--- src/rtl/alu_issue_stage.sv ---
// Operand/issue stage for the 32-bit ALU: register file, single-instruction
// IDLE->EXEC->WB sequencing, result hand-off and write-back.
module alu_issue_stage #(
  parameter int AW = 3
) (
  input  logic          clk,
  input  logic          rst_n,
  input  logic          in_valid,
  output logic          in_ready,
  input  logic [3:0]    in_op,
  input  logic [AW-1:0] in_rd,
  input  logic [AW-1:0] in_rs1,
  input  logic [AW-1:0] in_rs2,
  input  logic [31:0]   in_imm,
  input  logic          in_use_imm,
  output logic [31:0]   alu_a,
  output logic [31:0]   alu_b,
  output logic [3:0]    alu_cnt,
  input  logic [31:0]   alu_result,
  output logic          out_valid,
  input  logic          out_ready,
  output logic [AW-1:0] out_rd,
  output logic [31:0]   out_data,
  input  logic [AW-1:0] dbg_addr,
  output logic [31:0]   dbg_data
);

  localparam int NREGS = 2**AW;

  typedef enum logic [1:0] {
    IDLE = 2'd0,
    EXEC = 2'd1,
    WB   = 2'd2
  } state_t;

  state_t        state;
  logic [31:0]   regs [NREGS];
  logic [AW-1:0] rd_q;

  // in_ready/out_valid are flops that move in lockstep with the state.
  always_ff @(posedge clk or negedge rst_n) begin
    if (!rst_n) begin
      state     <= IDLE;
      in_ready  <= 1'b1;
      out_valid <= 1'b0;
      alu_a     <= '0;
      alu_b     <= '0;
      alu_cnt   <= '0;
      rd_q      <= '0;
      out_rd    <= '0;
      out_data  <= '0;
      regs      <= '{default: '0};
    end else begin
      case (state)
        IDLE: begin
          if (in_valid) begin
            alu_a     <= regs[in_rs1];
            alu_b     <= in_use_imm ? in_imm : regs[in_rs2];
            alu_cnt   <= in_op;
            rd_q      <= in_rd;
            state     <= EXEC;
            in_ready  <= 1'b0;
          end
        end
        EXEC: begin
          out_data  <= alu_result;
          out_rd    <= rd_q;
          state     <= WB;
          out_valid <= 1'b1;
        end
        WB: begin
          if (out_ready) begin
            // r0 stays hardwired to zero; the result was still presented.
            if (out_rd != '0) regs[out_rd] <= out_data;
            state     <= IDLE;
            out_valid <= 1'b0;
            in_ready  <= 1'b1;
          end
        end
        default: begin
          state     <= IDLE;
          out_valid <= 1'b0;
          in_ready  <= 1'b1;
        end
      endcase
    end
  end

  assign dbg_data = regs[dbg_addr];

endmodule

--- config.mk ---
export PLATFORM = sky130hd
export DESIGN_NAME = alu_issue_stage
export DESIGN_NICKNAME = d
export VERILOG_FILES = /design/src/rtl/alu_issue_stage.sv
export SDC_FILE = /design/constraint.sdc
export NUM_CORES = 1
export LEC_CHECK = 0
export CAP_MARGIN = 30
export CORE_ASPECT_RATIO = 0.75
export CORE_MARGIN = 2
export CORE_UTILIZATION = 50
export DETAILED_ROUTE_END_ITERATION = 7
export PLACE_DENSITY = 0.72
export SLEW_MARGIN = 15
export SYNTH_ARGS = -nofsm -noshare
export SYNTH_HDL_FRONTEND = slang
export SYNTH_SLANG_ARGS = --single-unit
--- constraint.sdc ---
create_clock -name clk -period 3 [get_ports clk]
set_input_delay 0.6 -clock clk [delete_from_list [all_inputs] [get_ports clk]]
set_output_delay 0.6 -clock clk [all_outputs]
set_load 0.05 [all_outputs]
==> results of run 1 <==
-- area by class of cell --
class,count,area [um^2],area share
Clock inverter,15,208,0.00864
Tap cell,512,641,0.0266
Sequential cell,366,9160,0.381
Multi-Input combinational cell,949,9900,0.412
Inverter,1,3.75,0.000156
Timing Repair Buffer,290,3040,0.127
Clock buffer,52,1100,0.0456
-- per-layer routing --
| metal | GRT usage | up-vias | part of all wire |
|---|---|---|---|
| li1 | - | 5940 | - |
| met1 | 0.412 | 7236 | 0.46 |
| met5 | 0 | - | 0 |
| met2 | 0.427 | 506 | 0.45 |
| met3 | 0.0512 | 123 | 0.065 |
| met4 | 0.0794 | 0 | 0.026 |
-- sequential cells by signal, summed over array words and instances (netlist names) --
signal	count
alu_a	32
alu_b	32
alu_cnt	4
in_ready	1
out_data	32
out_rd	3
out_valid	1
rd_q	3
regs	256
state	2
-- power groups by stage --
stage / Sequential (mW) / Clock (mW) / Combinational (mW)
after detailed placement: 8.72 / 0 / 9.65
final: 8.72 / 4.98 / 9.64
after global placement: 8.64 / 0 / 9.52
after global routing: 8.97 / 5.27 / 10.1
after floorplan: 10.3 / 0 / 4.51
after CTS: 8.66 / 5.07 / 9.70
-- logic make-up (layout without fill, tap and decap cells) --
logic type	Yosys count	after routing	share of synthesized area
flops	366	366	0.465
simple gates	127	127	0.0363
compound gates	211	211	0.0805
mux	611	611	0.382
buf+inv	156	358	0.0369
-- synthesized netlist by cell type, types with 2 or more instances --
master	n
a211oi_1	15
a22o_1	32
and2_1	15
buf_1	4
buf_2	54
buf_4	10
buf_6	5
clkbuf_1	82
dfrtp_1	365
mux2_1	3
mux2_2	367
mux2_4	30
mux2i_1	147
mux4_2	64
nand2_1	56
nand2b_1	5
nand3b_1	19
nor2_1	4
nor2b_1	17
nor3b_2	2
o21ai_0	16
o221a_2	17
o221ai_1	17
o22ai_1	64
o31ai_1	47
-- worst register-to-register path: cells and delay by family (launching register included) --
kind          cells  cell delay (ns)
simple gates      2             0.80
mux               1             0.39
flops             1             0.49
buf+inv           1             0.23
-- metrics by stage --
stage,hold WS (ns),worst slack [ns],power [mW]
2_1_floorplan,0.304,0.377,14.8
3_3_place_gp,0.401,0.268,18.2
3_5_place_dp,0.407,0.250,18.4
4_1_cts,0.0954,0.246,23.4
5_1_grt,0.117,0.204,24.4
6_report,0.0692,0.259,23.3
-- worst max path at each step --
stage          depth (start not counted)         from      endpoint
5_1_grt                                5  dbg_addr[0]  dbg_data[20]
2_1_floorplan                          4  dbg_addr[0]   dbg_data[0]
6_report                               5  dbg_addr[0]  dbg_data[20]
3_5_place_dp                           5  dbg_addr[0]  dbg_data[20]
3_3_place_gp                           5  dbg_addr[0]  dbg_data[20]
4_1_cts                                5  dbg_addr[0]  dbg_data[20]
==> metrics.yaml, run 1 <==
ys_seq_area_frac: 0.465
final-max-slew-violation-count: 0
outcome: "finished clean"
finalSetupViolCount: 0
path_buf_inv: 3
cp.arrival_ns: 2.14
p_int_mw: 14.0
power.leakage_nw: 10.8
dieArea_mm2: 0.0411
crit_path_max_incr_delay_ns: 0.54
ys.flop_type: "dfrtp_1"
ant_nets: 0
gr-total-overflow: 0
drc: 0
crit_fanout: 14
r2r_slack_ns: 0.97
ys_types: 39
cts-hold-fix-buffers: 0
cts_buffer_depth: 3
synth_seq_cells: 366
hold_class: "in2async"
root_buffer: "clkbuf_16"
netlist_instances: 1471
dp_hpwl_um: 36200
crit_type: "in2out"
synth_warnings: 0
ios: 222
path_common_cell: "buf_4"
cts_tree: "yes"
cts_num_sinks: 366
wl_per_cell_um: 26.1
cts.htree.levels: 2
crit_slowest_cell: "mux4_2"
row_count: 62
clk_pin_slew_worst_paths_ns: 0.06
path_cells: "buf_4 -> buf_4 -> mux4_2 -> mux2_2 -> buf_4"
p_seq_frac: 0.374
grt_first_pass_wirelength_um: 87300
fin_crit_sh: 0.914
synth_area_mm2: 0.0197
crit-reg2reg-capture: "regs[209]$_DFFE_PN0P_"
initial_core_util: 0.511
layout_common_cells: "mux2_2 (367), dfrtp_1 (365), clkdlybuf4s50_1 (182), mux2i_1 (147), buf_4 (71)"
post_cts.repair.setup_buffers: 0
synth_area_leaders: "dfrtp_1 (46%), mux2_2 (21%), mux2i_1 (7.5%), mux4_2 (7.3%), mux2_4 (2.3%)"
drt_first_pass_iters: 6
place_inst: 2118
power_density_mw_per_mm2: 970
period_needed_ns: 2.74
placed_cell_area_mm2: 0.0227
r2r_cells: 4
fp.dieW_um: 233
drv_cap: 0
syn_nets: 1556
areaGrowthSynthToFinish_pct: 22.0
dieHeight_um: 176
maxSlewHeadroom: 0.401
grt_usage: 0.280
cts_made_buffers: 38
clockPowerShare: 0.213
synth_top_area_share: 0.463
synth_edf_count: 0
cp-start-kind: "input pin"
routed_wl_um: 57000
instances_no_fill: 2185
fin_nets: 1731
avgSynthCellArea_um2: 13.4
vias: 13800
post-route-util: 0.624
drive_above_1_share: 0.397
n_antenna_cell: 0
detailedRoute.firstIterationViolations: 1224
rsz0062_at_grt: "false"
fin_area_mm2: 0.0240
grt_pass1_vias: 14100
coreArea_mm2: 0.0386
worstSkewPairLatency_ns: 0.55
finClkSkew_ns: 0.0176
gp_congestion: 0.843
yosys.area.top_type: "dfrtp_1"
grt_max_degree: 85
finalHoldViolations: 0
reg2reg_from: "state[0]$_DFFE_PN0P_"
timing.fmax_mhz: 365
power.switching_mw: 9.34
synthArstFlopShare: 1.00
setup_tns_ns: 0
sw_frac_of_total: 0.400
worstMarginPinSlew_ns: 0.899
antenna_found_initial: 0
ir_drop_mv: 0.741
cp_top_family: "multiplexers"
critPathCaptureType: "primary output"
cts-resized-gates: 0
vias_per_cell: 6.32
fill_cells: 2928
layout_commonest_cell: "mux2_2"
critPathRequiredTime_ns: 2.40
portBuffers: 221
comb_power_share: 0.413
Power figures use the tool's default switching activity.
==> run 2, diff against run 1 <==
Settings changed: CORE_MARGIN 2 to 4.
==> metrics.yaml, run 2 (synthesized netlist as in run 1, its figures left out) <==
critPathRequiredTime_ns: 2.40  # about the same
ir_drop_mv: 0.789  # was 0.741 mV
row_count: 62  # unchanged
crit_path_max_incr_delay_ns: 0.53  # was 0.54 ns
cp-start-kind: "input pin"  # unchanged
grt_usage: 0.272  # was 0.280
dieHeight_um: 180  # was 176 um
n_antenna_cell: 0  # unchanged
cts_num_sinks: 366  # unchanged
coreArea_mm2: 0.0386  # about the same
drt_first_pass_iters: 5  # was 6
fin_nets: 1729  # was 1731
drv_cap: 0  # unchanged
placed_cell_area_mm2: 0.0227  # about the same
ant_nets: 0  # unchanged
r2r_cells: 3  # was 4
areaGrowthSynthToFinish_pct: 21.8  # was 22.0%
layout_commonest_cell: "mux2_2"  # unchanged
worstSkewPairLatency_ns: 0.54  # was 0.55 ns
detailedRoute.firstIterationViolations: 1234  # was 1224
cts_buffer_depth: 3  # unchanged
dp_hpwl_um: 37100  # was 36200 um
cts_made_buffers: 38  # unchanged
cts.htree.levels: 2  # unchanged
path_cells: "buf_4 -> buf_4 -> mux4_2 -> mux2_2 -> buf_4"  # unchanged
finalSetupViolCount: 0  # unchanged
crit_slowest_cell: "mux4_2"  # unchanged
fill_cells: 2945  # was 2928
hold_class: "reg2reg"  # was in2async
crit-reg2reg-capture: "out_data[26]$_DFFE_PN0P_"  # was regs[209]$_DFFE_PN0P_
crit_type: "in2out"  # unchanged
dieArea_mm2: 0.0427  # was 0.0411 mm^2
vias_per_cell: 6.40  # was 6.32
whs_path_depth: 0
power_density_mw_per_mm2: 976  # was 970 mW/mm^2
outcome: "finished clean"  # unchanged
whs_endpoint: "regs[241]$_DFFE_PN0P_"
wl_per_cell_um: 27.1  # was 26.1 um
crit_fanout: 10  # was 14
fp.dieW_um: 237  # was 233 um
holdCritStartpoint: "regs[241]$_DFFE_PN0P_"
rsz0062_at_grt: "false"  # unchanged
maxSlewHeadroom: 0.350  # was 0.401
drc: 0  # unchanged
gr-total-overflow: 0  # unchanged
r2r_slack_ns: 0.92  # was 0.97 ns
ios: 222  # unchanged
grt_first_pass_wirelength_um: 90900  # was 87300 um
grt_max_degree: 72  # was 85
routed_wl_um: 59100  # was 57000 um
cts_tree: "yes"  # unchanged
portBuffers: 221  # unchanged
root_buffer: "clkbuf_16"  # unchanged
antenna_found_initial: 0  # unchanged
reg2reg_from: "state[1]$_DFFE_PN0P_"  # was state[0]$_DFFE_PN0P_
post_cts.repair.setup_buffers: 0  # unchanged
gp_congestion: 0.840  # was 0.843
largest_reg_flops: 256  # unchanged
layout_common_cells: "mux2_2 (367), dfrtp_1 (365), clkdlybuf4s50_1 (182), mux2i_1 (147), buf_4 (69)"  # was mux2_2 (367), dfrtp_1 (365), clkdlybuf4s50_1 (182), mux2i_1 (147), buf_4 (71)
regMostFlops: "regs"  # unchanged
setup_tns_ns: 0  # unchanged
fin_crit_sh: 0.911  # was 0.914
grt_pass1_vias: 14500  # was 14100
period_needed_ns: 2.73  # was 2.74 ns
seqCellArea_mm2: 0.00916  # unchanged
worstMarginPinSlew_ns: 0.975  # was 0.899 ns
initial_core_util: 0.510  # was 0.511
power.leakage_nw: 10.8  # about the same
clk_pin_slew_worst_paths_ns: 0.07  # was 0.06 ns
drive_above_1_share: 0.393  # was 0.397
finalHoldViolations: 0  # unchanged
multi_input_area_mm2: 0.00989  # was 0.00990 mm^2
finClkSkew_ns: 0.0111  # was 0.0176 ns
fin_area_mm2: 0.0240  # about the same
critPathCaptureType: "primary output"  # unchanged
vias: 14000  # was 13800
cp.arrival_ns: 2.13  # was 2.14 ns
path_common_cell: "buf_4"  # unchanged
timing.fmax_mhz: 366  # was 365 MHz
final-max-slew-violation-count: 0  # unchanged
## run 2: cell count changes in the layout (fill, tap and decap cells not counted), sizes merged
cell | before | now
clkbuf | 52 | 57
clkinv | 7 | 4
buf | 108 | 105
dlygate4sd3 | 0 | 1
inv | 1 | 0
clkinvlp | 3 | 1
## run 2: what timing repair did
action / in CTS / in global routing
hold buffers: 1 / 0
hold endpoints to repair: 22 / 0
resized for setup: 0 / 0
## run 2: layer usage
| layer | vias up | GRT usage | part of all wire |
|---|---|---|---|
| met5 | - | 0 | 0 |
| met4 | 0 | 0.0777 | 0.028 |
| met3 | 143 | 0.0564 | 0.073 |
| met2 | 620 | 0.424 | 0.46 |
| met1 | 7274 | 0.390 | 0.44 |
| li1 | 5925 | - | - |
## run 2: power breakdown
group / switching, mW / internal (mW)
Sequential: 2.10 / 6.64
Combinational: 5.31 / 4.34
Clock: 2.00 / 3.04
Total: 9.41 / 14.0
## run 2: final cells by class
class | count | share of cell area
inverter | 1 | 0.000208
multi-input combinational | 949 | 0.412
clock buffer | 57 | 0.0473
sequential | 366 | 0.381
tap | 512 | 0.0267
clock inverter | 9 | 0.00719
timing repair buffer | 288 | 0.126
## run 2: how the worst max path moves through the flow
stage / startpoint / end / cells past startpoint
after floorplan: dbg_addr[0] / dbg_data[0] / 4
after detailed placement: dbg_addr[0] / dbg_data[9] / 5
final: dbg_addr[0] / dbg_data[9] / 5
after global routing: dbg_addr[0] / dbg_data[9] / 5
after CTS: dbg_addr[0] / dbg_data[9] / 5
after global placement: dbg_addr[0] / dbg_data[9] / 5
## run 2: critical path: cells and delay by family
family,cells,cell delay [ns]
buf+inv,3,0.69
mux,2,0.83
## run 2: through the flow
| stage | utilization | instances | hold slack [ns] | power (mW) | setup WS [ns] |
|---|---|---|---|---|---|
| finish | 0.622 | 2182 | 0.424 | 23.4 | 0.266 |
| global route | 0.622 | 2182 | 0.425 | 24.5 | 0.202 |
| floorplan | - | 1471 | 0.304 | 14.8 | 0.377 |
| detailed placement | 0.588 | 2115 | 0.408 | 18.4 | 0.248 |
| CTS | 0.622 | 2182 | 0.422 | 23.5 | 0.246 |
| global placement | 0.588 | 2115 | 0.402 | 18.2 | 0.283 |
==> run 3, diff against run 2 <==
Settings changed: SKIP_CTS_REPAIR_TIMING set to 1, SLEW_MARGIN 15 to not set.
==> metrics.yaml, run 3 (synthesized netlist as in run 1, its figures left out) <==
outcome: "finished clean"  # unchanged
crit_type: "in2out"  # unchanged
fill_cells: 2944  # was 2945
initial_core_util: 0.510  # unchanged
cts_num_sinks: 366  # unchanged
met1_length_um: 25800  # was 25900 um
grt_max_degree: 72  # unchanged
areaGrowthSynthToFinish_pct: 21.8  # about the same
multi_input_area_mm2: 0.00989  # unchanged
period_needed_ns: 2.73  # about the same
crit_fanout: 10  # unchanged
finClkSkew_ns: 0.0103  # was 0.0111 ns
drt_first_pass_iters: 5  # unchanged
fin_nets: 1728  # was 1729
coreArea_mm2: 0.0386  # unchanged
vias_per_cell: 6.41  # was 6.40
drive_above_1_share: 0.394  # was 0.393
vias: 14000  # about the same
row_count: 62  # unchanged
power.leakage_nw: 10.8  # about the same
critPathCaptureType: "primary output"  # unchanged
fp.dieW_um: 237  # unchanged
dieHeight_um: 180  # unchanged
setup_tns_ns: 0  # unchanged
placed_cell_area_mm2: 0.0227  # unchanged
dr_wl_met2_um: 27300  # was 27200 um
seqCellArea_mm2: 0.00916  # unchanged
wl_per_cell_um: 27.1  # about the same
gp_congestion: 0.840  # unchanged
root_buffer: "clkbuf_16"  # unchanged
rsz0062_at_grt: "false"  # unchanged
ant_nets: 0  # unchanged
grt_usage: 0.272  # unchanged
worstMarginPinSlew_ns: 0.967  # was 0.975 ns
grt_first_pass_wirelength_um: 90900  # about the same
fin_crit_sh: 0.911  # about the same
r2r_cells: 3  # unchanged
final-max-slew-violation-count: 0  # unchanged
drc: 0  # unchanged
n_antenna_cell: 0  # unchanged
power_density_mw_per_mm2: 976  # about the same
finalHoldViolations: 0  # unchanged
drv_cap: 0  # unchanged
regMostFlops: "regs"  # unchanged
layout_common_cells: "mux2_2 (367), dfrtp_1 (365), clkdlybuf4s50_1 (182), mux2i_1 (147), buf_4 (69)"  # unchanged
cts_tree: "yes"  # unchanged
gr-total-overflow: 0  # unchanged
cts.htree.levels: 2  # unchanged
detailedRoute.firstIterationViolations: 1338  # was 1234
fin_area_mm2: 0.0240  # about the same
portBuffers: 221  # unchanged
timing.fmax_mhz: 366  # about the same
cp.arrival_ns: 2.13  # about the same
clk_pin_slew_worst_paths_ns: 0.06  # was 0.07 ns
worstSkewPairLatency_ns: 0.54  # about the same
ios: 222  # unchanged
wl_met3_um: 4440  # was 4300 um
routed_wl_um: 59200  # was 59100 um
grt_pass1_vias: 14400  # was 14500
antenna_found_initial: 0  # unchanged
dp_hpwl_um: 37100  # unchanged
cts_buffer_depth: 3  # unchanged
cp-start-kind: "input pin"  # unchanged
hold_class: "in2async"  # was reg2reg
maxSlewHeadroom: 0.355  # was 0.350
largest_reg_flops: 256  # unchanged
layout_commonest_cell: "mux2_2"  # unchanged
cts_made_buffers: 38  # unchanged
finalSetupViolCount: 0  # unchanged
ir_drop_mv: 0.788  # was 0.789 mV
dieArea_mm2: 0.0427  # unchanged
critPathRequiredTime_ns: 2.40  # about the same
routed.top_layer: "met4"  # unchanged
==> run 3: cell types whose count changed in the layout (fill, tap and decap cells not counted), sizes merged <==
cell,change
dlygate4sd3,-1
==> run 3: power breakdown <==
part | internal, mW | total (mW) | switching (mW)
registers | 6.64 | 8.74 | 2.10
clock network | 3.04 | 5.05 | 2.01
logic | 4.34 | 9.66 | 5.31
==> run 3: path summary, 6_finish.rpt <==
kind                                                  to  slack (ns)                   from
worst min register to register     regs[249]$_DFFE_PN0P_        0.42  regs[249]$_DFFE_PN0P_
min in group clk                   regs[249]$_DFFE_PN0P_        0.42  regs[249]$_DFFE_PN0P_
worst max-delay path                         dbg_data[9]        0.27            dbg_addr[0]
worst min-delay path                 rd_q[1]$_DFFE_PN0P_      0.0008                  rst_n
worst max register to register  out_data[26]$_DFFE_PN0P_        0.91   state[1]$_DFFE_PN0P_
max in group asynchronous          regs[173]$_DFFE_PN0P_        2.26                  rst_n
==> run 3: through the flow <==
stage / power, mW / util / cells / hold slack, ns / worst slack (ns)
2_1_floorplan: 14.8 / - / 1471 / 0.304 / 0.377
3_3_place_gp: 18.2 / 0.588 / 2115 / 0.402 / 0.283
3_5_place_dp: 18.4 / 0.588 / 2115 / 0.408 / 0.248
4_1_cts: 23.5 / 0.622 / 2181 / -0.00825 / 0.246
5_1_grt: 24.5 / 0.622 / 2181 / 0.0163 / 0.202
6_report: 23.4 / 0.622 / 2181 / 0.000789 / 0.268
==> run 3: critical path, cell delays in order <==
cell	delay (ns)
buf_4	0.21
buf_4	0.29
mux4_2	0.54
mux2_2	0.30
buf_4	0.19
==> run 3: area by class of cell <==
type                    count  share of cell area
well taps                 512              0.0267
flip-flops and latches    366               0.381
repair buffers            287               0.125
multi-input cells         949               0.412
clock buffers              57              0.0473
clock inverters             9             0.00719
inverters                   1            0.000208
==> run 3: per-layer routing <==
layer,GRT usage,vias up
met5,0,-
met4,0.0777,0
met3,0.0567,139
met2,0.424,635
met1,0.390,7267
li1,-,5938
